## src/rtl/uart_rx_os.sv

```systemverilog
// rtl/uart_rx_os.sv - oversampling UART receiver, 8N1, state on falling clock edge
// Optional stop-bit error reporting and break handling: define UART_RX_FRAME_ERR_EN
module uart_rx_os #(
  parameter int CLKS_PER_BIT = 217
) (
  input  logic       i_Clock,
  input  logic       i_Rst_L,
  input  logic       i_RX_Serial,
  output logic       o_RX_DV,
  output logic [7:0] o_RX_Byte,
  output logic       o_RX_Active
`ifdef UART_RX_FRAME_ERR_EN
  ,
  output logic       o_RX_Frame_Err
`endif
);

  localparam int CW = $clog2(CLKS_PER_BIT) + 1;
  localparam logic [CW-1:0] BIT_LAST = CW'(CLKS_PER_BIT - 1);
  localparam logic [CW-1:0] HALF_BIT = CW'((CLKS_PER_BIT - 1) / 2);
  localparam logic [CW-1:0] CNT_ONE  = CW'(1);

  typedef enum logic [2:0] {
    IDLE    = 3'd0,
    START   = 3'd1,
    DATA    = 3'd2,
    STOP    = 3'd3,
    CLEANUP = 3'd4
  } state_t;

  state_t        state_q, state_d;
  logic [CW-1:0] cnt_q, cnt_d;
  logic [2:0]    idx_q, idx_d;
  logic [7:0]    shift_q, shift_d;
  logic [7:0]    byte_d;
  logic          dv_d, active_d;
  logic [1:0]    sync_q;
  logic          rx_s;

  assign rx_s = sync_q[1];

`ifdef UART_RX_FRAME_ERR_EN
  logic ferr_d;
`endif

  always_ff @(negedge i_Clock or negedge i_Rst_L) begin
    if (!i_Rst_L) begin
      sync_q      <= 2'b11;
      state_q     <= IDLE;
      cnt_q       <= '0;
      idx_q       <= 3'd0;
      shift_q     <= 8'h00;
      o_RX_DV     <= 1'b0;
      o_RX_Byte   <= 8'h00;
      o_RX_Active <= 1'b0;
`ifdef UART_RX_FRAME_ERR_EN
      o_RX_Frame_Err <= 1'b0;
`endif
    end else begin
      sync_q      <= {sync_q[0], i_RX_Serial};
      state_q     <= state_d;
      cnt_q       <= cnt_d;
      idx_q       <= idx_d;
      shift_q     <= shift_d;
      o_RX_DV     <= dv_d;
      o_RX_Byte   <= byte_d;
      o_RX_Active <= active_d;
`ifdef UART_RX_FRAME_ERR_EN
      o_RX_Frame_Err <= ferr_d;
`endif
    end
  end

  always_comb begin
    state_d  = state_q;
    cnt_d    = cnt_q;
    idx_d    = idx_q;
    shift_d  = shift_q;
    byte_d   = o_RX_Byte;
    dv_d     = 1'b0;
    active_d = o_RX_Active;
`ifdef UART_RX_FRAME_ERR_EN
    ferr_d   = 1'b0;
`endif
    case (state_q)
      IDLE: begin
        cnt_d = '0;
        idx_d = 3'd0;
        if (!rx_s) state_d = START;
      end
      START: begin
        // Re-check at mid start bit so short low glitches never open a frame
        if (cnt_q == HALF_BIT) begin
          cnt_d = '0;
          if (!rx_s) begin
            state_d  = DATA;
            active_d = 1'b1;
          end else begin
            state_d = IDLE;
          end
        end else begin
          cnt_d = cnt_q + CNT_ONE;
        end
      end
      DATA: begin
        if (cnt_q == BIT_LAST) begin
          cnt_d          = '0;
          shift_d[idx_q] = rx_s;
          if (idx_q == 3'd7) begin
            idx_d   = 3'd0;
            state_d = STOP;
          end else begin
            idx_d = idx_q + 3'd1;
          end
        end else begin
          cnt_d = cnt_q + CNT_ONE;
        end
      end
      STOP: begin
        if (cnt_q == BIT_LAST) begin
          cnt_d    = '0;
          active_d = 1'b0;
          state_d  = CLEANUP;
`ifdef UART_RX_FRAME_ERR_EN
          if (rx_s) begin
            dv_d   = 1'b1;
            byte_d = shift_q;
          end else begin
            ferr_d = 1'b1;
          end
`else
          dv_d   = 1'b1;
          byte_d = shift_q;
`endif
        end else begin
          cnt_d = cnt_q + CNT_ONE;
        end
      end
      CLEANUP: begin
        cnt_d = '0;
`ifdef UART_RX_FRAME_ERR_EN
        // A held-low line (break) must return high before a new start is accepted
        if (rx_s) state_d = IDLE;
`else
        state_d = IDLE;
`endif
      end
      default: begin
        state_d = IDLE;
        cnt_d   = '0;
        idx_d   = 3'd0;
      end
    endcase
  end

endmodule
```

## config.mk

```make
export PLATFORM = sky130hd
export DESIGN_NAME = uart_rx_os
export DESIGN_NICKNAME = d
export VERILOG_FILES = /design/src/rtl/uart_rx_os.sv
export SDC_FILE = /design/constraint.sdc
export NUM_CORES = 1
export LEC_CHECK = 0
export CELL_PAD_IN_SITES_DETAIL_PLACEMENT = 0
export CELL_PAD_IN_SITES_GLOBAL_PLACEMENT = 1
export CORE_MARGIN = 4
export CORE_UTILIZATION = 45
export DETAILED_ROUTE_END_ITERATION = 6
export PLACE_DENSITY = 0.79
export SYNTH_ARGS = -nofsm -noshare
export SYNTH_HDL_FRONTEND = slang
export SYNTH_SLANG_ARGS = --single-unit
```

## constraint.sdc

```tcl
create_clock -name i_Clock -period 4.14 [get_ports i_Clock]
set_input_delay 1.242 -clock i_Clock [delete_from_list [all_inputs] [get_ports i_Clock]]
set_output_delay 1.242 -clock i_Clock [all_outputs]
set_load 0.1 [all_outputs]
```

==> qor.yml, run 1 <==
run_status:
  status: "complete, but fails checks"
  failed_checks: "setup timing"
grt:
  grt_pass1_vias: 1020
  grt_max_degree: 25
  grt_overflow: 0
  grt_pass1_wl_mm: 5.002
  antenna_found_initial: 0
  grt_usage: 0.1496
clock_tree:
  cts-resized-gates: 0
  cts_made_buffers: 5
  clockBufferDepth: 2
  htree_levels: 2
  root_buffer: "clkbuf_4"
  clock_sinks: 35
  clock_latency_ps: 380
  tritoncts: "yes"
  holdBufCountCts: 0
  clk_pin_slew_ps: 80
placement:
  dp_hpwl_mm: 1.992
  portBuffers: 12
  dp.cells: 192
  place_ws_ps: 189.2
  gp_congestion: 0.8646
  postPlaceCellArea_mm2: 0.001891
power:
  p_leak_nw: 0.9036
  p_per_area_mw_per_mm2: 313.1
  ir_drop_uv: 175.4
  power_uw: 619.8
logic_synthesis:
  postSynthCellCount: 139
  avgSynthCellArea_um2: 11.70
  syn-num-nets: 146
  synth-edff-count: 0
  synthAdderAreaFrac: 0.03077
  synth_compound_area_frac: 0.05308
  ys_ff_latch: 35
  synth_commonest_cells: "33 x dfrtn_1, 17 x mux2_2, 13 x nor2_1, 8 x inv_1, 6 x nand4_1"
  synth_xor_area_frac: 0.03769
  synth_top_family_by_area: "simple AND/OR/NAND/NOR gates"
  ys_seq_area_frac: 0.5400
  ys_async_sr_fraction: 1.000
  synth.mux.area_fraction: 0.1177
  netlist_area_mm2: 0.001627
  synth-main-ff-cell: "dfrtn_1"
  yosysWarnings: 0
  synth_cell_types: 35
  synth.most_common_cell: "dfrtn_1"
  synth_area_leader_cell: "dfrtn_1"
  synth_top_area_frac: 0.5077
  yosys.area_share.simple: 0.1769
  synth.area.top_cells: "dfrtn_1 51%, mux2_2 12%, dfstp_2 3.2%"
detailed_routing:
  avgViaCountPerCell: 5.393
  ant_nets: 0
  drt-total-wl_mm: 2.866
  drt_pre_antenna_iters: 4
  post_drt_wl_per_cell_um: 14.26
  drt-initial-drc-count: 73
  vias: 1084
  drcViolationCount: 0
critical_path:
  crit_path_max_incr_delay_ps: 470
  critPathLaunchType: "flip-flop"
  path_cells: "buf_12"
  path_buf_inv: 1
  cp_slowest_cell: "dfrtn_1"
  rr_startpoint: "cnt_q[0]"
  r2r_cells: 6
  required_ps: 2900
  r2r_end: "state_q[0]"
  crit_cells: 1
  end_kind: "output port"
  cp_top_family: "flip-flops"
  cp_max_fo: 2
  ff2ff_setup_slack_ps: 1790
  criticalPathCategory: "flip-flop to output port"
  worstPathArrival_ps: 3060
layout:
  final_cells: 201
  area_growth_pct: 21.69
  fin_util: 0.5795
  drive_gt1_frac: 0.2710
  fin_nets: 161
  nFillCells: 287
  design_area_mm2: 0.001979
  register_area_um2: 878.3
  n_antenna_cell: 0
  multi_input_area_um2: 676.9
timing:
  final.setup_skew_ps: 71.36
  rsz0062_at_grt: "yes"
  fin_setup_tns_ps: -1409
  setup_viol: 10
  timing.slew.headroom: 0.6530
  hold_viol_final: 0
  worst_slew_pin_slew_ps: 520.5
  fin_ws_ps: -163.3
  drv_slew: 0
  fin_hold_ws_ps: 344.4
hold_path:
  hold_path_class: "flip-flop to flip-flop"
  min_from: "sync_q[0]"
  min_to: "sync_q[1]"
  whs_path_depth: 0
flow_run:
  maxCapViolCount: 0
floorplan:
  die-width_um: 68.12
  die_h_um: 68.12
  num_rows: 21
  die-area_mm2: 0.004640
  pin_count: 13
  start_util: 0.4762
  core_area_mm2: 0.003416
worst max path at each step:
stage | startpoint | end | slack, ps
final | o_RX_Byte[5] | o_RX_Byte[5] | -160
after global routing | o_RX_Byte[2] | o_RX_Byte[2] | -220
after CTS | o_RX_Byte[2] | o_RX_Byte[2] | -180
after detailed placement | o_RX_Byte[2] | o_RX_Byte[2] | 190
after global placement | o_RX_Byte[0] | o_RX_Byte[0] | 210
after floorplan | o_RX_Active | o_RX_Active | -130
cells by family after synthesis:
kind of cell	after synthesis
AO/OA/AOI/OAI	12
buffers and inverters	15
AND/OR/NAND/NOR	49
multiplexers	17
XOR/XNOR	7
adder cells (fa/ha/maj)	4
flip-flops	35
power breakdown:
group          internal (mW)  switching (mW)  leakage [nW]  total (mW)
clock network          0.145           0.116        0.0592       0.261
registers              0.345         0.00179         0.467       0.347
logic                0.00441         0.00725         0.377      0.0117
area by class of cell:
cell class,instances,share of cell area
Clock buffer,6,0.02592
Clock inverter,4,0.02086
Inverter,7,0.01327
Multi-Input combinational cell,89,0.3420
Sequential cell,35,0.4437
Tap cell,46,0.02908
Timing Repair Buffer,14,0.1252
worst reg2reg max path, delay by kind of cell (launching register included):
family                   cells  cell delay, ps
flip-flops                   1             400
AO/OA/AOI/OAI                1             460
buffers and inverters        1              70
AND/OR/NAND/NOR              2             730
adder cells (fa/ha/maj)      1             140
multiplexers                 1             400
state kept, by name, indices dropped and copies added, names as in the netlist:
name         cells
shift_q          8
o_RX_Byte        8
state_q          3
o_RX_Active      1
o_RX_DV          1
idx_q            3
sync_q           2
cnt_q            9
layer usage:
layer	track usage	vias up	wire, um	share of wire
li1	-	523	-	-
met1	0.2080	525	1400	0.49
met2	0.1986	34	1281	0.45
met3	0.06568	2	152	0.053
met4	0.06700	0	31	0.011
met5	0	-	0	0
timing repair:
item,in CTS,in global routing
buffers inserted,0,0
pin swaps,0,0
endpoints found under the setup margin,10,10
cloned,0,0
placed cells by master, fill, tap and decap left out, drive strengths merged, types with 5 or more instances in the layout:
master  netlist  routed
nand4         6       6
clkbuf        3       6
nor2         13      13
mux2         17      17
dfrtn        33      33
inv           8      10
nor3          5       5
buf           4      12
Power figures use the tool's default switching activity.
==> run 2, diff against run 1 <==
Settings changed: CELL_PAD_IN_SITES_GLOBAL_PLACEMENT 1 to 2, CORE_UTILIZATION 45 to 41, GPL_TIMING_DRIVEN set to 0, PLACE_DENSITY 0.79 to 0.84, REMOVE_ABC_BUFFERS set to 1.
==> run 2 against run 1 <==
Effect of this change: the run still ends with setup timing left; critical path depth is the same; global-route usage shrank 1.7 points; register-to-register slack lost 30 ps; combinational power shrank 31%; worst setup slack gained 33 ps; wire length grew 2.4%; critical endpoint is now o_RX_Byte[1]; cell count is the same; final area shrank 1.4%; sequential power is essentially flat; sequential cell count is the same; hold slack gained 9.5 ps; power shrank 2.9%.
==> qor.yml, run 2 (synthesis gave the netlist of run 1 again) <==
run_status:
  status: "complete, but fails checks"
  failed_checks: "setup timing"
critical_path:
  cp_slowest_cell: "dfrtn_1"
  required_ps: 2900
  path_buf_inv: 1
  criticalPathCategory: "flip-flop to output port"
  crit_path_max_incr_delay_ps: 470
  path_cells: "buf_12"
  end_kind: "output port"
  critPathLaunchType: "flip-flop"
  cp_top_family: "flip-flops"
  worstPathArrival_ps: 3030
  cp_max_fo: 2
floorplan:
  core_area_mm2: 0.003744
  pin_count: 13
  die-width_um: 70.99
  die_h_um: 70.99
  num_rows: 22
  start_util: 0.4345
  die-area_mm2: 0.005039
timing:
  fin_setup_tns_ps: -1064
  drv_slew: 0
  setup_viol: 10
  timing.slew.headroom: 0.4878
  fin_ws_ps: -130.2
  rsz0062_at_grt: "yes"
  hold_viol_final: 0
  worst_slew_pin_slew_ps: 768.4
  fin_hold_ws_ps: 353.9
  final.setup_skew_ps: 51.22
power:
  pwr-share-comb: 0.014
  p_sw_uw: 136.0
  p_leak_nw: 0.8811
  p_int_uw: 465.6
  sequentialPowerShare: 0.577
  ir_drop_uv: 216.4
  switching_share: 0.2260
  p_per_area_mw_per_mm2: 308.2
  clkPwrFrac: 0.409
layout:
  n_antenna_cell: 0
  multi_input_area_um2: 676.9
  top_regs: "cnt_q (9), o_RX_Byte (8), shift_q (8)"
  mostFrequentLayoutCell: "dfrtn_1"
  layout_common_cells: "33 x dfrtn_1, 17 x mux2_2, 13 x nor2_1"
  area_growth_pct: 20.00
  register_area_um2: 878.3
  top_register: "cnt_q"
  largest_reg_flops: 9
  drive_gt1_frac: 0.2680
  fin_nets: 159
  nFillCells: 344
clock_tree:
  clock_sinks: 35
  clk_pin_slew_ps: 50
  tritoncts: "yes"
  cts_setup_buffers: 0
  root_buffer: "clkbuf_8"
  clock_latency_ps: 340
  clockBufferDepth: 2
  htree_levels: 2
  cts_made_buffers: 5
detailed_routing:
  avgViaCountPerCell: 5.303
  drt-initial-drc-count: 48
  drt-total-wl_mm: 2.936
  ant_nets: 0
  drt_pre_antenna_iters: 4
  drcViolationCount: 0
  post_drt_wl_per_cell_um: 14.61
  vias: 1066
placement:
  gp_congestion: 0.8065
  dp_hpwl_mm: 1.937
  portBuffers: 12
grt:
  grt_max_degree: 36
  grt_pass1_vias: 1075
  antenna_found_initial: 0
  grt_overflow: 0
  grt_pass1_wl_mm: 5.126
  grt_usage: 0.1324
hold_path:
  hold_path_class: "flip-flop to flip-flop"
flow_run:
  maxCapViolCount: 0
## run 2: changes by cell type in the layout (fill, tap and decap cells not counted), sizes merged
| cell | delta |
|---|---|
| clkinvlp | +2 |
| buf | -1 |
| bufinv | -1 |
| clkbuf | -1 |
| clkdlybuf4s50 | -1 |
| clkinv | +1 |
| inv | -1 |
## run 2: final cells by class
cell class                      count  area share
Sequential cell                    35      0.4500
Multi-Input combinational cell     89      0.3468
Clock buffer                        5     0.03526
Timing Repair Buffer               12      0.1103
Tap cell                           48     0.03077
Inverter                            7     0.01346
Clock inverter                      5     0.01346
## run 2: through the flow
| stage | cells | instance area (um^2) | worst slack [ps] | power (mW) | util |
|---|---|---|---|---|---|
| 3_3_place_gp | 192 | 1765 | -865.5 | 0.3669 | 0.4716 |
| 4_1_cts | 201 | 1952 | -138.2 | 0.6143 | 0.5214 |
| 5_1_grt | 201 | 1952 | -177.0 | 0.6309 | 0.5214 |
| 3_5_place_dp | 192 | 1760 | -701.4 | 0.3665 | 0.4703 |
| 2_1_floorplan | 132 | 1585 | -134.9 | 0.3575 | - |
| 6_report | 201 | 1952 | -130.2 | 0.6016 | 0.5214 |
## run 2: final timing paths
path | startpoint | endpoint | slack [ps] | cells after the start
worst max register to register | cnt_q[0] | state_q[0] | 1760 | 6
worst min register to register | sync_q[0] | sync_q[1] | 350 | 0
worst min-delay path | sync_q[0] | sync_q[1] | 350 | 0
worst max-delay path | o_RX_Byte[1] | o_RX_Byte[1] | -130 | 1
min in group asynchronous | i_Rst_L | o_RX_Byte[6] | 2980 | 1
max in group asynchronous | i_Rst_L | cnt_q[4] | 650 | 1
## run 2: per-layer routing
metal / wire, um / part of all wire / track usage
met4: 83 / 0.028 / 0.07098
met1: 1407 / 0.48 / 0.1640
met5: 0 / 0 / 0
met3: 101 / 0.034 / 0.04688
met2: 1343 / 0.46 / 0.2019
## run 2: power groups by stage
stage | clock network [mW] | registers (mW) | logic, mW
6_report | 0.246 | 0.347 | 0.00812
5_1_grt | 0.274 | 0.347 | 0.00970
4_1_cts | 0.258 | 0.347 | 0.00863
3_5_place_dp | 0.00454 | 0.353 | 0.00873
3_3_place_gp | 0.00454 | 0.353 | 0.00909
2_1_floorplan | 0.00454 | 0.353 | 0.000466
## run 2: timing repair
action / 4_1_cts / 5_1_grt
resized for setup: 90 / 0
cloned: 0 / 0
setup endpoints to repair: 10 / 10
hold endpoints to repair: 0 / 0
hold buffers: 0 / 0
==> run 3, diff against run 2 <==
Settings changed: ABC_CLOCK_PERIOD_IN_PS set to 4140, CTS_CLUSTER_DIAMETER set to 40.
==> results of run 3 <==
The final DEF is identical to that of run 2; final timing and power are the same.
